`config.mk`:
```
export PLATFORM = sky130hd
export DESIGN_NAME = fp_align_shifter
export DESIGN_NICKNAME = d
export VERILOG_FILES = /design/src/rtl/fp_align_pkg.sv /design/src/rtl/fp_sticky_shr.sv /design/src/rtl/fp_align_shifter.sv
export SDC_FILE = /design/constraint.sdc
export NUM_CORES = 1
export LEC_CHECK = 0
export ABC_AREA = 1
export CORE_MARGIN = 2
export CORE_UTILIZATION = 53
export DETAILED_ROUTE_END_ITERATION = 8
export PLACE_DENSITY = 0.92
export SYNTH_ARGS = -nofsm -noshare
export SYNTH_HDL_FRONTEND = slang
export SYNTH_SLANG_ARGS = --single-unit
```
`constraint.sdc`:
```
create_clock -name clk -period 2.94 [get_ports clk]
set_input_delay 0.588 -clock clk [delete_from_list [all_inputs] [get_ports clk]]
set_output_delay 0.588 -clock clk [all_outputs]
set_load 0.01 [all_outputs]
```
`src/rtl/fp_align_pkg.sv`:
```
// Shared constants and state type for the FP32 pre-add exponent alignment block.
package fp_align_pkg;

    localparam int unsigned EXP_W  = 8;
    localparam int unsigned MAN_W  = 24;
    localparam int unsigned GRS_W  = 3;
    localparam int unsigned FRAC_W = MAN_W + GRS_W;

    typedef enum logic [1:0] {
        IDLE,
        SHIFT,
        DONE
    } align_state_t;

endpackage

```
`src/rtl/fp_sticky_shr.sv`:
```
// Combinational 1-bit right shift that folds the shifted-out bit into a sticky LSB.
module fp_sticky_shr
    import fp_align_pkg::*;
(
    input  logic [FRAC_W-1:0] din,
    output logic [FRAC_W-1:0] dout
);

    // Bit 0 accumulates everything that has ever been shifted past it.
    assign dout = {1'b0, din[FRAC_W-1:2], din[1] | din[0]};

endmodule

```
`src/rtl/fp_align_shifter.sv`:
```
// FP32 add/sub exponent alignment: selects the larger-exponent operand and right-shifts
// the other fraction by the exponent difference with a sticky LSB.
// Default build shifts one bit per clock; defining ALIGN_BARREL_EN does the whole
// sticky shift at the accept edge (latency 1, bit-identical results).
module fp_align_shifter
    import fp_align_pkg::*;
(
    input  logic              clk,
    input  logic              rst_n,
    input  logic              in_valid,
    output logic              in_ready,
    input  logic [EXP_W-1:0]  exp_a,
    input  logic [EXP_W-1:0]  exp_b,
    input  logic [MAN_W-1:0]  frac_a,
    input  logic [MAN_W-1:0]  frac_b,
    output logic              out_valid,
    input  logic              out_ready,
    output logic [EXP_W-1:0]  exp_out,
    output logic [FRAC_W-1:0] frac_big,
    output logic [FRAC_W-1:0] frac_small,
    output logic              swapped
);

    localparam logic [EXP_W-1:0] FRAC_W_E = EXP_W'(FRAC_W);
    localparam logic [EXP_W-1:0] ONE_E    = EXP_W'(1);

    align_state_t      state;
    logic [EXP_W-1:0]  cnt;

    logic              swap_in;
    logic [EXP_W-1:0]  diff;
    logic [EXP_W-1:0]  exp_big_in;
    logic [MAN_W-1:0]  big_in;
    logic [MAN_W-1:0]  small_in;
    logic [FRAC_W-1:0] small_ld;
    logic [FRAC_W-1:0] small_flush;
    logic              far;
    logic [FRAC_W-1:0] shr_out;

    assign in_ready  = (state == IDLE);
    assign out_valid = (state == DONE);

    // Operand selection: ties keep A as the big operand.
    always_comb begin
        swap_in     = (exp_b > exp_a);
        diff        = swap_in ? (exp_b - exp_a) : (exp_a - exp_b);
        exp_big_in  = swap_in ? exp_b : exp_a;
        big_in      = swap_in ? frac_b : frac_a;
        small_in    = swap_in ? frac_a : frac_b;
        small_ld    = {small_in, {GRS_W{1'b0}}};
        small_flush = {{(FRAC_W-1){1'b0}}, |small_in};
        far         = (diff >= FRAC_W_E);
    end

    // Iterative shifter stage acting on the held small fraction.
    fp_sticky_shr u_shr (
        .din  (frac_small),
        .dout (shr_out)
    );

`ifdef ALIGN_BARREL_EN
    logic [FRAC_W-1:0] stage [FRAC_W];
    logic [FRAC_W-1:0] barrel_out;

    assign stage[0] = small_ld;

    // Chain of sticky stages; stage[k] is the input shifted right by k.
    for (genvar i = 0; i < FRAC_W - 1; i++) begin : g_stage
        fp_sticky_shr u_stage (
            .din  (stage[i]),
            .dout (stage[i+1])
        );
    end

    // Pick the stage matching the exponent difference, or flush when out of range.
    always_comb begin
        barrel_out = small_flush;
        for (int k = 0; k < FRAC_W; k++) begin
            if (diff == EXP_W'(k)) begin
                barrel_out = stage[k];
            end
        end
    end
`endif

    // Control FSM with registered result fields.
    always_ff @(posedge clk or negedge rst_n) begin
        if (!rst_n) begin
            state      <= IDLE;
            cnt        <= '0;
            exp_out    <= '0;
            frac_big   <= '0;
            frac_small <= '0;
            swapped    <= 1'b0;
        end else begin
            case (state)
                IDLE: begin
                    if (in_valid) begin
                        swapped  <= swap_in;
                        exp_out  <= exp_big_in;
                        frac_big <= {big_in, {GRS_W{1'b0}}};
`ifdef ALIGN_BARREL_EN
                        frac_small <= barrel_out;
                        state      <= DONE;
`else
                        if (diff == '0) begin
                            frac_small <= small_ld;
                            state      <= DONE;
                        end else if (far) begin
                            frac_small <= small_flush;
                            state      <= DONE;
                        end else begin
                            frac_small <= small_ld;
                            cnt        <= diff;
                            state      <= SHIFT;
                        end
`endif
                    end
                end
                SHIFT: begin
                    frac_small <= shr_out;
                    cnt        <= cnt - ONE_E;
                    if (cnt == ONE_E) begin
                        state <= DONE;
                    end
                end
                DONE: begin
                    if (out_ready) begin
                        state <= IDLE;
                    end
                end
                default: state <= IDLE;
            endcase
        end
    end

endmodule

```
==> summary.txt <==
POWER AND IR DROP
----------------------------------------------------------------------------
Peak VDD IR ...................................................  0.0005181 V
Pleak .........................................................     3.532 nW
Combinational power share .....................................        0.554
Total power ...................................................     6.029 mW
Design internal power .........................................     3.581 mW
PwrDens ....................................................... 834.6 mW/mm2
Switching power summed over all nets ..........................     2.448 mW
Switching Share ...............................................       0.4061
Reg power frac ................................................        0.299
Part of the power in the clock network ........................        0.147

CELLS AND AREA
----------------------------------------------------------------------------
Commonest non-fill, non-tap cell in the layout ................      nand2_1
Final core utilization ........................................       0.7854
Count of nets after finishing .................................          982
Antenna diode count ...........................................            0
Top library cells by usage in the layout, fill and taps aside . nand2_1 (171), clkdlybuf4s50_1 (125), inv_1 (86)
Layout filler cell count ......................................          613
Area delta synth->final .......................................       45.09%
Layout cells sized above 1 ....................................       0.1935

DIE
----------------------------------------------------------------------------
DIE HEIGHT ....................................................     100.9 um
Starting Density ..............................................       0.5414
Number of placed I/O pins .....................................          133
Site row count ................................................           35
Total Die Area ................................................  0.01018 mm2
Horiz. Die Dim ................................................     100.9 um
Placeable core region ......................................... 0.009196 mm2

CRITICAL PATH
----------------------------------------------------------------------------
CP most frequent cell .........................................      nand2_2
Worst setup SP type ........................................... primary input
List of cells traversed by the critical path .................. clkdlybuf4s50_1 > inv_1 > fa_2 > nand3_2 > nand3_2 > nand2_2 > nand2_4 > nand2_4 > nand2_2 > nand2_2 > nor2_1 > nand2_2 > nand3_4 > nand2_4 > nand3_4 > nand2_2 > nand2_1
Data required time of the worst path ..........................      3.18 ns
Critical R2R Capture .......................................... frac_small[4]$_DFFE_PN0P_
Critical setup path kind ......................................       in2reg
Start of the worst register-to-register path .................. state[1]$_DFFE_PN0P_
CP max stage delay ............................................      0.50 ns
Worst-case register-to-register setup slack ...................      0.47 ns
Type of element capturing the critical path ...................    flip-flop
Arrival time of the worst setup path ..........................      3.06 ns
Number of cells on the worst reg-to-reg path ..................            6
Critical path fanouts, max ....................................            8
Worst path slowest cell ....................................... clkdlybuf4s50_1

ROUTING
----------------------------------------------------------------------------
Number of remaining DRC errors ................................            0
Wire length reported by the detailed router ...................     16.22 mm
First DRT Iteration DRCs ......................................          406
Final ANT Viol Nets ...........................................            0
Via density ...................................................        5.551
DRT Pass-1 Iters ..............................................            8
Vias post-DR ..................................................         5607
WL/cell .......................................................     16.06 um

TIMING
----------------------------------------------------------------------------
Worst hold slack ..............................................    0.4327 ns
Final critical delay including setup and external delays ......     2.819 ns
Period utilisation layout .....................................       0.9589
Worst relative slew slack .....................................       0.3905
Number of hold violations in the final report .................            0
Setup violators final .........................................            0
Largest clock skew in the final design ........................   0.01409 ns
Highest achievable clock rate .................................    354.7 MHz
Max-slew violations ...........................................            0
Worst setup margin ............................................    0.1208 ns
Worst-margin pin slew .........................................    0.9143 ns

SYNTHESIS
----------------------------------------------------------------------------
Register area share after synthesis ...........................       0.3518
Synth Area per Inst ...........................................    7.042 um2
Warnings, synthesis ...........................................            0
Cell area after technology mapping ............................ 0.004979 mm2
Post-synthesis instance total .................................          707
Synth unique cells ............................................           36
Flip-flop and latch count after synthesis .....................           70

CTS
----------------------------------------------------------------------------
Clock Root Buffer .............................................     clkbuf_8
Number of clock buffers inserted by TritonCTS .................            9
CTS Buffer Depth ..............................................            2
Clk_lat worst skew ............................................      0.36 ns
Clock tree from TritonCTS .....................................          yes
Clock transition at the registers of the reported paths .......      0.08 ns
Clock Sink Count ..............................................           70
H-Tree Depth ..................................................            3

PLACE
----------------------------------------------------------------------------
RePlAce Congestion ............................................       0.9338
Pre-CTS setup slack ...........................................   -0.3804 ns
Detail Placement HPWL .........................................     11.30 mm
Count of port buffers added during placement ..................          129

RUN
----------------------------------------------------------------------------
Count of maximum capacitance violations .......................            0

RUN STATUS
----------------------------------------------------------------------------
Status ........................................................ complete, no violations

GLOBAL ROUTING
----------------------------------------------------------------------------
Number of global-route vias before repair .....................         5356
Global-route wire length before repair ........................     24.85 mm
Antenna violations before repair ..............................            0
Overall overflow remaining after global route .................            0
Total global-route track usage ................................       0.3072
Pin count of the biggest net entering global routing ..........           71

MIN PATH
----------------------------------------------------------------------------
Class of the tightest hold or removal check ...................     in2async

-- per-layer routing --
layer  track usage  wire length [um]  vias up  part of all wire
met5             0                 0        -                 0
met4        0.1123               615        0             0.038
met3       0.05756              1289       73             0.079
met2        0.5067              7833      308              0.48
met1        0.4037              6483     2611              0.40
li1              -                 -     2615                 -
-- Yosys cell counts --
cell type / count / area [um2]
inv_6: 1 / 8.760
o21bai_1: 1 / 7.510
inv_1: 87 / 326.6
nor2_8: 1 / 20.02
or2_2: 19 / 118.9
fa_1: 2 / 40.04
o22ai_1: 2 / 12.51
conb_1: 1 / 3.750
buf_12: 1 / 20.02
nand4_1: 5 / 31.28
o21ai_0: 97 / 485.5
ha_1: 17 / 212.7
nand2_2: 17 / 106.4
nor2_1: 67 / 251.5
nand4_4: 1 / 21.27
o21ai_1: 5 / 25.02
nand2_1: 176 / 660.6
buf_2: 7 / 35.03
nand2_4: 3 / 33.78
o31ai_1: 1 / 7.510
buf_4: 4 / 30.03
dfrtp_1: 70 / 1752
xnor2_1: 1 / 8.760
nand3_1: 35 / 175.2
nor3_1: 2 / 10.01
clkbuf_1: 20 / 75.07
a21boi_0: 10 / 75.07
a2bb2oi_1: 4 / 35.03
nor2_4: 2 / 22.52
a21oi_1: 27 / 135.1
nand3_4: 1 / 17.52
buf_6: 3 / 33.78
xor2_1: 5 / 43.79
nand2_8: 1 / 20.02
inv_2: 1 / 3.750
a21boi_2: 10 / 112.6
-- registers in the layout, summed over array words and instances, names as in the netlist --
signal      flops
frac_small     27
frac_big       24
cnt             8
exp_out         8
state           2
swapped         1
-- cells by family after synthesis --
kind of cell             Yosys count  synth area share
AND/OR/NAND/NOR                  330            0.2991
adder cells (fa/ha/maj)           19           0.05077
AO/OA/AOI/OAI                    157            0.1799
flip-flops                        70            0.3518
other                              1         0.0007532
XOR/XNOR                           6           0.01056
buffers and inverters            124            0.1071
-- worst max-delay path, delay by kind of cell --
family,cells,cell delay [ns]
simple gates,14,1.48
buf+inv,2,0.58
fa+ha+maj,1,0.41
-- power by group through the flow --
| stage | clock, mW | combinational [mW] | sequential (mW) |
|---|---|---|---|
| detailed placement | 0 | 3.17 | 1.79 |
| global placement | 0 | 3.05 | 1.77 |
| CTS | 0.881 | 3.21 | 1.79 |
| floorplan | 0 | 1.50 | 1.91 |
| global route | 0.928 | 3.63 | 1.86 |
| finish | 0.887 | 3.34 | 1.80 |
-- final cells by class --
class	count	area (um2)	area share
Timing Repair Buffer	207	1922	0.2661
Multi-Input combinational cell	518	2861	0.3962
Tap cell	111	138.9	0.01923
Inverter	89	339.1	0.04694
Clock inverter	6	86.33	0.01195
Clock buffer	9	123.9	0.01715
Sequential cell	70	1752	0.2425
-- worst max path at each step --
stage | start | end
after detailed placement | exp_a[0] | cnt[1]$_DFFE_PN0P_
after global placement | exp_a[0] | frac_small[0]$_DFFE_PN0P_
after CTS | exp_a[0] | cnt[1]$_DFFE_PN0P_
after global routing | exp_a[5] | cnt[0]$_DFFE_PN0P_
after floorplan | exp_b[0] | frac_small[0]$_DFFE_PN0P_
final | exp_a[1] | cnt[1]$_DFFE_PN0P_
-- through the flow --
step                instances  TNS [ns]  area [um2]
floorplan                 709         0        4986
detailed placement        987    -10.05        6793
finish                   1010         0        7223
global placement          987    -6.775        6793
CTS                      1002         0        7008
global route             1010  -0.01512        7223
-- what timing repair did --
item / CTS / global route
gates cloned: 0 / 4
setup endpoints to repair: 8 / 35
gates resized for setup: 1 / 35
setup buffers: 0 / 4
pin swaps: 0 / 9
hold buffers: 0 / 0
Power figures use the tool's default switching activity.
